`src/rtl/bat_regfile.sv`:
```
// ---------------------------------------------------------------------------
// bat_regfile
//
// General-purpose register file for the 16-bit bus CPU. It replaces the
// individual bidirectional register instances with one array that has a
// single combinational read port and a single write port.
//
// Each register can be loaded from the shared bus, read onto the shared bus
// or counted up/down by one (modulo 2^WIDTH). Register 0 and register 1 feed
// the ALU operands, and the last register is the output latch.
//
// Optional feature (compile-time macro BAT_REGFILE_SWAP_EN):
//   When defined, a two-cycle register exchange is built. The array has only
//   one write port, so the swap is sequenced by a small IDLE/FIN FSM and a
//   temp register:
//     accept edge : temp <- reg[SWAP_A], reg[SWAP_A] <- reg[SWAP_B],
//                   SWAP_B is latched, FSM -> FIN
//     FIN edge    : reg[latched B] <- temp, FSM -> IDLE
//   When undefined, no FSM or temp register is built, BUSY is tied low and
//   SWAP_REQ/SWAP_A/SWAP_B are ignored.
//
// Parameters:
//   WIDTH     register and bus width in bits (>= 2)
//   NUM_REGS  register count, power of two, >= 4
//
// Ports:
//   CLOCK      in   rising-edge clock for all state
//   RESET      in   synchronous, active-high reset (overrides every request)
//   BUS_IN     in   value currently on the shared bus
//   BUS_OUT    out  reg[RD_SEL] while RD_EN is high, else 0
//   BUS_DRIVE  out  equals RD_EN, gates the top-level bus mux
//   RD_EN      in   read request
//   RD_SEL     in   read index
//   WR_EN      in   load reg[WR_SEL] from BUS_IN
//   WR_SEL     in   write index
//   CNT_EN     in   count reg[CNT_SEL]
//   CNT_SEL    in   count index
//   CNT_DOWN   in   0 = +1, 1 = -1
//   SWAP_REQ   in   request exchange of reg[SWAP_A] and reg[SWAP_B]
//   SWAP_A     in   first swap index
//   SWAP_B     in   second swap index
//   ERR_CLR    in   clears ERR (a simultaneous set wins)
//   ALU_A      out  reg[0]
//   ALU_B      out  reg[1]
//   OUTPUT     out  reg[NUM_REGS-1]
//   BUSY       out  high while a swap is in its second cycle
//   ERR        out  sticky flag, a request was dropped
// ---------------------------------------------------------------------------
module bat_regfile #(
    parameter int unsigned WIDTH    = 16,
    parameter int unsigned NUM_REGS = 8,
    localparam int unsigned SEL_W   = $clog2(NUM_REGS)
) (
    input  logic             CLOCK,
    input  logic             RESET,
    input  logic [WIDTH-1:0] BUS_IN,
    output logic [WIDTH-1:0] BUS_OUT,
    output logic             BUS_DRIVE,
    input  logic             RD_EN,
    input  logic [SEL_W-1:0] RD_SEL,
    input  logic             WR_EN,
    input  logic [SEL_W-1:0] WR_SEL,
    input  logic             CNT_EN,
    input  logic [SEL_W-1:0] CNT_SEL,
    input  logic             CNT_DOWN,
    input  logic             SWAP_REQ,
    input  logic [SEL_W-1:0] SWAP_A,
    input  logic [SEL_W-1:0] SWAP_B,
    input  logic             ERR_CLR,
    output logic [WIDTH-1:0] ALU_A,
    output logic [WIDTH-1:0] ALU_B,
    output logic [WIDTH-1:0] OUTPUT,
    output logic             BUSY,
    output logic             ERR
);

    localparam logic [WIDTH-1:0] CntStep = WIDTH'(1);

    // -----------------------------------------------------------------------
    // Register array and its single write port
    // -----------------------------------------------------------------------
    logic [WIDTH-1:0] regs_q [NUM_REGS];

    logic             port_en;
    logic [SEL_W-1:0] port_idx;
    logic [WIDTH-1:0] port_data;

    // Set when any WR/CNT/SWAP request is lost this cycle.
    logic             req_drop;

    logic             err_q;
    logic             err_d;

    // -----------------------------------------------------------------------
    // Load/count arbitration, used whenever no swap owns the write port
    // -----------------------------------------------------------------------
    logic [WIDTH-1:0] cnt_result;
    logic             wr_cnt_same;
    logic             norm_en;
    logic [SEL_W-1:0] norm_idx;
    logic [WIDTH-1:0] norm_data;
    logic             norm_drop;

    // Plain WIDTH-bit add/subtract gives the required wrap in both directions.
    assign cnt_result  = CNT_DOWN ? (regs_q[CNT_SEL] - CntStep)
                                  : (regs_q[CNT_SEL] + CntStep);
    assign wr_cnt_same = (WR_SEL == CNT_SEL);

    always_comb begin
        norm_en   = 1'b0;
        norm_idx  = WR_SEL;
        norm_data = BUS_IN;
        norm_drop = 1'b0;
        if (WR_EN) begin
            norm_en   = 1'b1;
            // A count on the register being loaded is a benign collision;
            // a count on any other register is lost and must be flagged.
            norm_drop = CNT_EN && !wr_cnt_same;
        end else if (CNT_EN) begin
            norm_en   = 1'b1;
            norm_idx  = CNT_SEL;
            norm_data = cnt_result;
        end
    end

`ifdef BAT_REGFILE_SWAP_EN
    // -----------------------------------------------------------------------
    // Swap sequencer
    // -----------------------------------------------------------------------
    localparam logic [0:0] StIdle = 1'b0;
    localparam logic [0:0] StFin  = 1'b1;

    logic [0:0]       state_q;
    logic [0:0]       state_d;
    logic [WIDTH-1:0] temp_q;
    logic [WIDTH-1:0] temp_d;
    logic [SEL_W-1:0] swap_b_q;
    logic [SEL_W-1:0] swap_b_d;

    always_comb begin
        state_d   = state_q;
        temp_d    = temp_q;
        swap_b_d  = swap_b_q;
        port_en   = norm_en;
        port_idx  = norm_idx;
        port_data = norm_data;
        req_drop  = norm_drop;
        case (state_q)
            StIdle: begin
                if (SWAP_REQ) begin
                    // Swap takes the write port; load and count both lose.
                    state_d   = StFin;
                    temp_d    = regs_q[SWAP_A];
                    swap_b_d  = SWAP_B;
                    port_en   = 1'b1;
                    port_idx  = SWAP_A;
                    port_data = regs_q[SWAP_B];
                    req_drop  = WR_EN | CNT_EN;
                end
            end
            StFin: begin
                // Completing write is the only write allowed in this state.
                state_d   = StIdle;
                port_en   = 1'b1;
                port_idx  = swap_b_q;
                port_data = temp_q;
                req_drop  = WR_EN | CNT_EN | SWAP_REQ;
            end
            default: begin
                state_d = StIdle;
            end
        endcase
    end

    always_ff @(posedge CLOCK) begin
        if (RESET) begin
            state_q  <= StIdle;
            temp_q   <= '0;
            swap_b_q <= '0;
        end else begin
            state_q  <= state_d;
            temp_q   <= temp_d;
            swap_b_q <= swap_b_d;
        end
    end

    assign BUSY = (state_q == StFin);

`else
    // -----------------------------------------------------------------------
    // No swap support: load/count arbitration drives the port directly
    // -----------------------------------------------------------------------
    logic unused_swap;

    always_comb begin
        port_en   = norm_en;
        port_idx  = norm_idx;
        port_data = norm_data;
        req_drop  = norm_drop;
    end

    assign unused_swap = ^{SWAP_REQ, SWAP_A, SWAP_B};
    assign BUSY        = 1'b0;
`endif

    // -----------------------------------------------------------------------
    // State update
    // -----------------------------------------------------------------------
    always_ff @(posedge CLOCK) begin
        if (RESET) begin
            for (int i = 0; i < NUM_REGS; i++) begin
                regs_q[i] <= '0;
            end
        end else if (port_en) begin
            regs_q[port_idx] <= port_data;
        end
    end

    // Set has priority over clear when both happen in the same cycle.
    always_comb begin
        err_d = ERR_CLR ? 1'b0 : err_q;
        if (req_drop) begin
            err_d = 1'b1;
        end
    end

    always_ff @(posedge CLOCK) begin
        if (RESET) begin
            err_q <= 1'b0;
        end else begin
            err_q <= err_d;
        end
    end

    // -----------------------------------------------------------------------
    // Outputs
    // -----------------------------------------------------------------------
    assign BUS_OUT   = RD_EN ? regs_q[RD_SEL] : '0;
    assign BUS_DRIVE = RD_EN;
    assign ALU_A     = regs_q[0];
    assign ALU_B     = regs_q[1];
    assign OUTPUT    = regs_q[NUM_REGS-1];
    assign ERR       = err_q;

endmodule

```
`config.mk`:
```
export PLATFORM = sky130hd
export DESIGN_NAME = bat_regfile
export DESIGN_NICKNAME = d
export VERILOG_FILES = /design/src/rtl/bat_regfile.sv
export SDC_FILE = /design/constraint.sdc
export NUM_CORES = 1
export LEC_CHECK = 0
export BUFFER_PORTS_ARGS = -buffer_cell sky130_fd_sc_hd__buf_2
export CAP_MARGIN = 40
export CORE_UTILIZATION = 56
export DETAILED_ROUTE_END_ITERATION = 10
export GPL_TIMING_DRIVEN = 0
export PLACE_DENSITY = 0.82
export SYNTH_ARGS = -nofsm -noshare
export SYNTH_HDL_FRONTEND = slang
export SYNTH_SLANG_ARGS = --single-unit
```
`constraint.sdc`:
```
create_clock -name CLOCK -period 7.6 [get_ports CLOCK]
set_clock_uncertainty 0.15 [all_clocks]
set_input_delay 0.76 -clock CLOCK [delete_from_list [all_inputs] [get_ports CLOCK]]
set_output_delay 0.76 -clock CLOCK [all_outputs]
set_load 0.1 [all_outputs]
```
==> metrics.txt <==
cell with the most instances after synthesis edfxtp_1; Crit path required time 7.60 ns; GRT Overall Usage 34.34%; CP Launch Type input pin; critical path data arrival time 4.79 ns; Port-buffer cells 93; Tmin final 4.791 ns; worst slew pin tran 0.9473 ns; Yosys cell types 67; Final period util 63.04%; status completed; final-layout fill cell count 965; Die H 120.6 um; RSZ-0062 raised after global routing false; Crit. End Element flop; Die Wd 120.6 um; Tightest Hold Check Type reg2reg; io pins 106; Power Density 237.0 nW/um^2; Synth-to-Final Area Change 18.15%; pin count of the biggest net entering global routing 17; final setup margin 2.809 ns; clk slew on worst S/H paths 0.06 ns; initial antenna violation count 0; post_cts resized 0; Vias 6167; final wirelength 23510 um; share of layout cells above drive strength 1 32.80%; Peak VDD IR 0.1899 mV; DRT iter0 DRCs 611; register area 3864 sq um; Synth Flop Type edfxtp_1; EDFF count, synth 128; sequential fraction of the synthesis area 49.09%; Area contributors post-synth edfxtp_1 (49%), mux4_2 (18%), nor2_1 (5.1%); area of the multi-input gates 3784 sq um; number of max-cap violations 0; #FFs+latches synth 129; Hold Fails Final Rpt 0; Root Buffer clkbuf_16; H-tree Lvls 4; syn_area_per_cell 12.80 sq um; row cnt 42; final instance area 9300 sq um; RePlAce Congestion 0.9589; top cell type by total area after synthesis edfxtp_1; clock buffer depth 2; core area 13450 sq um; synth cell count leaders edfxtp_1 (128), nor2_1 (107), mux4_2 (62); hold buffers post-CTS 0; fmax 208.7 MHz; Syn Std Cell Area 7871 sq um; Routed Antenna Nets 0; syn_nets 669; Leak 3.578 nW; nets@finish 791; CTS sink count 129; TritonCTS clock tree yes; WHS 0.3247 ns; via/cell ratio 6.660; GRT overflow 0; drt drc 0; WL/cell 25.39 um; setup slack at placement 2.558 ns; Synthesis Warnings 0; setup TNS 0 ns; relative slew slack 36.85%; Final Total Pwr 2.204 mW; Post-Syn Instances 615; Antenna Cells 0; Starting Density 58.51%; Async SR Flop Fraction 0%; Setup-failing EPs final 0; post-CTS setup buffers 0; maximum fanout along the worst path 10; DP Area 8693 sq um; first-pass GRT wire length 35290 um; share of the synthesized area in the top cell type 48.83%; drt pass-1 iters 5; crit path kind in2reg; post-DP HPWL 16860 um; total CTS buffers 17; Pins Over Slew Limit 0; vias in the first global route 6122; clk_lat worst skew 0.43 ns; Die Area 14530 sq um
[area by class of cell]
class	instances	share of cell area (%)
buffer	41	2.045
clock buffer	18	4.615
clock inverter	14	1.789
inverter	9	0.3632
multi-input combinational	436	40.68
sequential	129	41.54
tap	176	2.368
timing repair buffer	103	6.592
[power by group]
part | internal (mW) | switching, mW | total [mW] | leakage, nW
sequential | 0.822 | 0.0205 | 0.842 | 1.34
combinational | 0.164 | 0.377 | 0.541 | 1.95
clock | 0.513 | 0.308 | 0.820 | 0.283
total | 1.50 | 0.705 | 2.20 | 3.58
[placed cells by master (no fill, tap or decap), types with 3 or more instances in the layout]
master / instances
a211oi_1: 4
a21oi_1: 25
nor2_1: 107
mux4_2: 62
o21ai_0: 11
a21o_1: 3
nand2b_1: 11
edfxtp_1: 128
nand3_1: 12
clkinv_4: 4
mux2_2: 13
mux2i_1: 23
nand2_2: 4
clkinv_2: 3
ha_1: 14
inv_1: 9
xnor2_1: 4
buf_2: 104
o22ai_1: 17
nor3_1: 16
nor2b_1: 19
buf_4: 4
buf_6: 5
nand2_1: 27
and2_1: 3
clkinvlp_4: 3
xor2_1: 3
clkbuf_1: 24
clkbuf_16: 17
o21a_1: 4
nand3b_1: 4
bufinv_16: 3
buf_8: 5
[cells by family after synthesis]
kind of cell	Yosys count	synth area share, %
compound gates	91	8.154
xor+xnor	9	1.192
fa+ha+maj	15	2.480
buf+inv	50	2.845
flops	129	49.09
mux	101	23.16
other cells	1	0.04764
simple gates	219	13.03
[final timing paths]
check	startpoint	to	slack, ns	cells after the start
hold reg to reg	ERR	ERR	0.32	2
setup reg to reg	regs_q[1][2]	regs_q[6][12]	3.81	9
hold / removal	ERR	ERR	0.32	2
setup / recovery	CNT_SEL[1]	regs_q[6][12]	2.81	12
[registers in the layout (all words and copies together) (netlist names)]
signal,cells
regs_q,128
ERR,1
[critical path, cell delays in order]
cell       delay (ns)
buf_4            0.13
clkbuf_1         0.72
buf_2            0.48
mux4_2           0.36
mux2_2           0.29
ha_1             0.27
clkbuf_1         0.30
nand2_1          0.13
a2111oi_0        0.70
o31ai_1          0.21
a31oi_4          0.34
nor2_1           0.09
[metrics by stage]
stage / instances / utilization [%]
detailed placement: 893 / 64.62
floorplan: 615 / -
global route: 926 / 69.13
CTS: 925 / 69.05
global placement: 884 / 63.61
finish: 926 / 69.13
[layer usage]
metal | part of all wire (%) | GRT usage [%] | vias up
li1 | - | - | 2637
met1 | 36 | 43.18 | 3003
met2 | 48 | 55.17 | 447
met3 | 11 | 8.443 | 80
met4 | 4.5 | 18.36 | 0
met5 | 0 | 0 | -
(Power assumes the default switching activity.)
